**src/rtl/axis_out_fifo.sv**
```systemverilog
// axis_out_fifo: buffers a no-backpressure AXI-Stream from the filter and
// re-presents it as a full AXI-Stream master. The head beat is held in an
// output register, so the output is first-word-fall-through. Debug outputs
// report the fill level, almost-full, delivered frames and sticky overflow.
module axis_out_fifo #(
    parameter int DATA_W    = 8,
    parameter int DEPTH     = 16,
    parameter int AFULL_LVL = 12
) (
    input  logic                       clk_i,
    input  logic                       rst_i,
    input  logic [DATA_W-1:0]          s_axis_tdata_i,
    input  logic                       s_axis_tvalid_i,
    input  logic                       s_axis_tlast_i,
    output logic [DATA_W-1:0]          m_axis_tdata_o,
    output logic                       m_axis_tvalid_o,
    input  logic                       m_axis_tready_i,
    output logic                       m_axis_tlast_o,
    output logic                       s_afull_o,
    output logic [$clog2(DEPTH):0]     level_o,
    output logic [15:0]                frames_o,
    output logic                       overflow_o
);

    localparam int AW = $clog2(DEPTH);
    localparam int CW = AW + 1;

    typedef enum logic {
        ST_EMPTY = 1'b0,
        ST_VALID = 1'b1
    } state_t;

    // Storage word is {tlast, tdata}; the head beat lives in word_q, the
    // remaining beats live in mem.
    logic [DATA_W:0] mem [DEPTH];

    state_t          state_q,  state_d;
    logic [AW-1:0]   wr_ptr_q, wr_ptr_d;
    logic [AW-1:0]   rd_ptr_q, rd_ptr_d;
    logic [CW-1:0]   count_q,  count_d;
    logic [DATA_W:0] word_q,   word_d;
    logic            afull_q,  afull_d;
    logic [15:0]     frames_q, frames_d;
    logic            ovf_q,    ovf_d;

    logic            pop;
    logic            accept;
    logic            ram_wr;
    logic [CW-1:0]   ram_cnt;
    logic [DATA_W:0] s_word;

    assign s_word = {s_axis_tlast_i, s_axis_tdata_i};

    // Next-state logic: output FSM, pointers, occupancy and debug counters.
    always_comb begin
        state_d  = state_q;
        wr_ptr_d = wr_ptr_q;
        rd_ptr_d = rd_ptr_q;
        count_d  = count_q;
        word_d   = word_q;
        frames_d = frames_q;
        ovf_d    = ovf_q;
        ram_wr   = 1'b0;

        pop    = (state_q == ST_VALID) && m_axis_tready_i;
        // At full, a same-cycle pop frees the slot the new beat needs.
        accept = s_axis_tvalid_i && ((count_q < CW'(DEPTH)) || pop);
        // Beats waiting in RAM behind the output register.
        ram_cnt = count_q - CW'(state_q == ST_VALID);

        case (state_q)
            ST_EMPTY: begin
                if (ram_cnt != '0) begin
                    word_d   = mem[rd_ptr_q];
                    rd_ptr_d = rd_ptr_q + AW'(1);
                    state_d  = ST_VALID;
                end
                ram_wr = accept;
            end
            default: begin
                if (pop) begin
                    if (ram_cnt != '0) begin
                        word_d   = mem[rd_ptr_q];
                        rd_ptr_d = rd_ptr_q + AW'(1);
                        ram_wr   = accept;
                    end else if (accept) begin
                        // Only beat is leaving and a new one arrives: refill
                        // straight from the input to avoid a bubble.
                        word_d = s_word;
                    end else begin
                        state_d = ST_EMPTY;
                    end
                end else begin
                    ram_wr = accept;
                end
            end
        endcase

        if (ram_wr) begin
            wr_ptr_d = wr_ptr_q + AW'(1);
        end

        case ({accept, pop})
            2'b10:   count_d = count_q + CW'(1);
            2'b01:   count_d = count_q - CW'(1);
            default: count_d = count_q;
        endcase

        afull_d = (count_d >= CW'(AFULL_LVL));

        if (pop && word_q[DATA_W]) begin
            frames_d = frames_q + 16'd1;
        end

        if (s_axis_tvalid_i && !accept) begin
            ovf_d = 1'b1;
        end
    end

    // State register with synchronous reset.
    always_ff @(posedge clk_i) begin
        if (rst_i) begin
            state_q  <= ST_EMPTY;
            wr_ptr_q <= '0;
            rd_ptr_q <= '0;
            count_q  <= '0;
            word_q   <= '0;
            afull_q  <= 1'b0;
            frames_q <= '0;
            ovf_q    <= 1'b0;
        end else begin
            state_q  <= state_d;
            wr_ptr_q <= wr_ptr_d;
            rd_ptr_q <= rd_ptr_d;
            count_q  <= count_d;
            word_q   <= word_d;
            afull_q  <= afull_d;
            frames_q <= frames_d;
            ovf_q    <= ovf_d;
        end
    end

    // Storage array write port; contents need no reset since the
    // pointers and count define what is valid.
    always_ff @(posedge clk_i) begin
        if (ram_wr) begin
            mem[wr_ptr_q] <= s_word;
        end
    end

    assign m_axis_tvalid_o = (state_q == ST_VALID);
    assign m_axis_tdata_o  = word_q[DATA_W-1:0];
    assign m_axis_tlast_o  = word_q[DATA_W];
    assign s_afull_o       = afull_q;
    assign level_o         = count_q;
    assign frames_o        = frames_q;
    assign overflow_o      = ovf_q;

endmodule

```
**config.mk**
```make
export PLATFORM = sky130hd
export DESIGN_NAME = axis_out_fifo
export DESIGN_NICKNAME = d
export VERILOG_FILES = /design/src/rtl/axis_out_fifo.sv
export SDC_FILE = /design/constraint.sdc
export NUM_CORES = 1
export LEC_CHECK = 0
export CAP_MARGIN = 20
export CORE_MARGIN = 3
export CORE_UTILIZATION = 40
export DETAILED_ROUTE_END_ITERATION = 16
export GPL_TIMING_DRIVEN = 0
export HOLD_SLACK_MARGIN = 0.03
export PLACE_DENSITY = 0.55
export SLEW_MARGIN = 15
export SYNTH_ARGS = -nofsm -noshare
export SYNTH_HDL_FRONTEND = slang
export SYNTH_SLANG_ARGS = --single-unit
```
**constraint.sdc**
```tcl
create_clock -name clk_i -period 6.81 [get_ports clk_i]
set_input_delay 1.362 -clock clk_i [delete_from_list [all_inputs] [get_ports clk_i]]
set_output_delay 1.362 -clock clk_i [all_outputs]
set_load 0.05 [all_outputs]
```
==> impl_metrics.ini <==
[outcome]
status = completed

[pwr]
leakagePower_nw = 2.96
pwr_density_cell_nw_per_um2 = 361
ir_worst_vdd_mv = 0.192

[setup_path]
startpoint = m_axis_tready_i
reg2reg_setup_slack_ns = 3.91
r2r_end = mem[11][2]$_DFFE_PP_
r2r_cells = 6
cp-end-kind = flip-flop
cp_max_fo = 7
startpoint_type = input port
worstSetupEndpoint = s_afull_o$_SDFF_PP0_
crit_type = input port to flip-flop
arrival_ns = 4.09
required_ns = 7.10
r2r_start = level_o[0]$_SDFF_PP0_

[clock_network]
clockBufferDepth = 2
clkTransAtPathRegs_ns = 0.07
post_cts_buffers = 0
cts_root_buffer = clkbuf_16
postCtsHoldBufs = 0
clock_latency_ns = 0.43
htree_levels = 4
tritoncts = done
numCtsBuffers = 17
cts_resized = 0
numClockSinks = 189

[floorplan]
die_w_um = 145
initial_utilization = 0.410
rows = 50
die_area_um2 = 21000
die_y_um = 145
io_pins = 46
core_area_um2 = 18800

[detailed_routing]
wl_per_cell_um = 19.9
drt-total-wl_um = 16900
num_vias = 4410
dr.pass1.iters = 5
via_per_inst = 5.19
drtIter0Drc = 259
detail-route-antenna-nets = 0
drc_errors = 0

[timing]
fmax_mhz = 263
fin_setup_tns_ns = 0
slew_headroom = 0.382
finalCritPeriodShare = 0.559
min_period_ns = 3.80
slew_violations = 0
rsz0062_at_grt = false
finClkSkew_ns = 0.00875
hold_viol_final = 0
tightestPinTransition_ns = 0.923
setup_viol = 0

[global_route]
grt_pass1_wl_um = 26200
grt_pass1_vias = 4453
antenna_found_initial = 0
grt_usage = 0.171
grt_max_degree = 18
grt_overflow_total = 0

[logic_synthesis]
synth_fa_ha_area_frac = 0.0162
muxShareOfSynthArea = 0.112
synth_simple_gate_area_share = 0.0803
syn_nets = 534
ys_async_sr_fraction = 0
synth_top_flop_cell = edfxtp_1
yosysTopAreaCellShare = 0.560
syn_avg_cell_area_um2 = 15.1
synth.yosys.seq_area_share = 0.677
yosysWarnings = 0
synth_seq_cells = 189
synth.top_cells.by_area = edfxtp_1, dfxtp_1, mux4_2
synth-xor-area-share = 0.0307
netlist_area_um2 = 7710
synth_largest_area_cell = edfxtp_1
synth_top_family_by_area = multiplexers
yosysUniqueCellTypes = 41
synth-edff-count = 144
syn_inst = 511
synth_compound_area_frac = 0.0603

[cells_and_area]
drive_gt1_frac = 0.151
layout_commonest_cell = edfxtp_1
multi_input_area_um2 = 2330
area_delta_synth_final_pct = 18.1
n_fill_cell = 1624
nets = 600
most-common-layout-cells = edfxtp_1, nor2_1, dfxtp_1, clkdlybuf4s50_1, a21oi_1
regArea_um2 = 5230
fin_util = 0.484
insertedDiodeCount = 0

[placed_design]
port_buffers = 44
dp_hpwl_um = 11300
place_congestion = 0.857

[min_path]
worst_hold_path_type = flip-flop to flip-flop

[job]
cap_violations = 0
-- synth_stat cells (2+ instances only) --
cell type,number
buf_6,3
nor2b_1,5
nor3_1,4
and3_1,3
nand3_1,9
o21ai_1,9
nand4_1,7
buf_2,5
a221o_1,9
dfxtp_1,45
mux4_2,20
xor2_1,19
nand2b_1,15
clkbuf_1,16
xnor2_1,8
mux4_1,7
edfxtp_1,144
nor2_1,56
o21ai_0,12
inv_1,7
mux2_2,18
and2_1,3
a21oi_1,27
and4_1,2
nand2_1,22
o22ai_1,10
ha_1,10
mux2i_1,3
-- worst min-delay path by stage --
stage                                   startpoint                      end  slack [ns]  cells after the start
final                       word_q[0]$_SDFFE_PP0P_   word_q[0]$_SDFFE_PP0P_        0.48                      2
after global routing        word_q[2]$_SDFFE_PP0P_   word_q[2]$_SDFFE_PP0P_        0.50                      2
after detailed placement    word_q[2]$_SDFFE_PP0P_   word_q[2]$_SDFFE_PP0P_        0.47                      2
after CTS                   word_q[2]$_SDFFE_PP0P_   word_q[2]$_SDFFE_PP0P_        0.48                      2
after global placement     overflow_o$_SDFFE_PP0P_  overflow_o$_SDFFE_PP0P_        0.45                      2
after floorplan           rd_ptr_q[3]$_SDFFE_PP0N_                flip-flop        0.48                      2
-- power breakdown --
part           leakage [nW]  internal (mW)  switching [mW]
Sequential             1.67           1.33          0.0604
Clock                 0.281          0.549           0.442
Combinational          1.01          0.362           0.548
Total                  2.96           2.24            1.05
-- critical path, stage by stage --
cell	delay (ns)
clkdlybuf4s50_1	0.54
a21boi_0	0.54
nand2b_1	0.21
ha_1	0.15
buf_4	0.14
or3b_1	0.37
o32a_1	0.31
a31oi_2	0.19
xnor2_1	0.16
o22ai_1	0.11
-- through the flow --
stage | hold WS, ns | cells | setup slack [ns] | power, mW | area [um^2]
floorplan | 0.485 | 511 | 3.45 | 2.03 | 7710
global placement | 0.450 | 815 | 2.17 | 2.30 | 8480
detailed placement | 0.467 | 818 | 2.61 | 2.32 | 8520
CTS | 0.477 | 850 | 3.06 | 3.32 | 9110
global route | 0.497 | 850 | 2.86 | 3.44 | 9110
finish | 0.479 | 850 | 3.01 | 3.29 | 9110
-- registers in the layout, summed over array words and instances (netlist names), named ones only --
name,flops
mem,144
level_o,5
word_q,9
m_axis_tvalid_o,1
frames_o,16
overflow_o,1
rd_ptr_q,4
wr_ptr_q,4
s_afull_o,1
-- cell families after synthesis --
family          count (synthesis)
simple gates                  130
xor+xnor                       27
buf+inv                        34
fa+ha+maj                      10
flops                         189
mux                            48
compound gates                 73
-- per-layer routing --
layer,share of wire,routed length [um],GRT usage,vias up
met5,0,0,0,-
met4,0.014,238,0.0584,0
met3,0.053,906,0.0358,13
met2,0.49,8240,0.275,111
met1,0.45,7560,0.233,2222
li1,-,-,-,2064
-- layout make-up --
type,instances,share of cell area
Buffer,27,0.0165
Clock buffer,18,0.0471
Clock inverter,14,0.0176
Inverter,7,0.00288
Multi-Input combinational cell,288,0.256
Sequential cell,189,0.573
Tap cell,260,0.0357
Timing Repair Buffer,47,0.0508
Power figures use the tool's default switching activity.
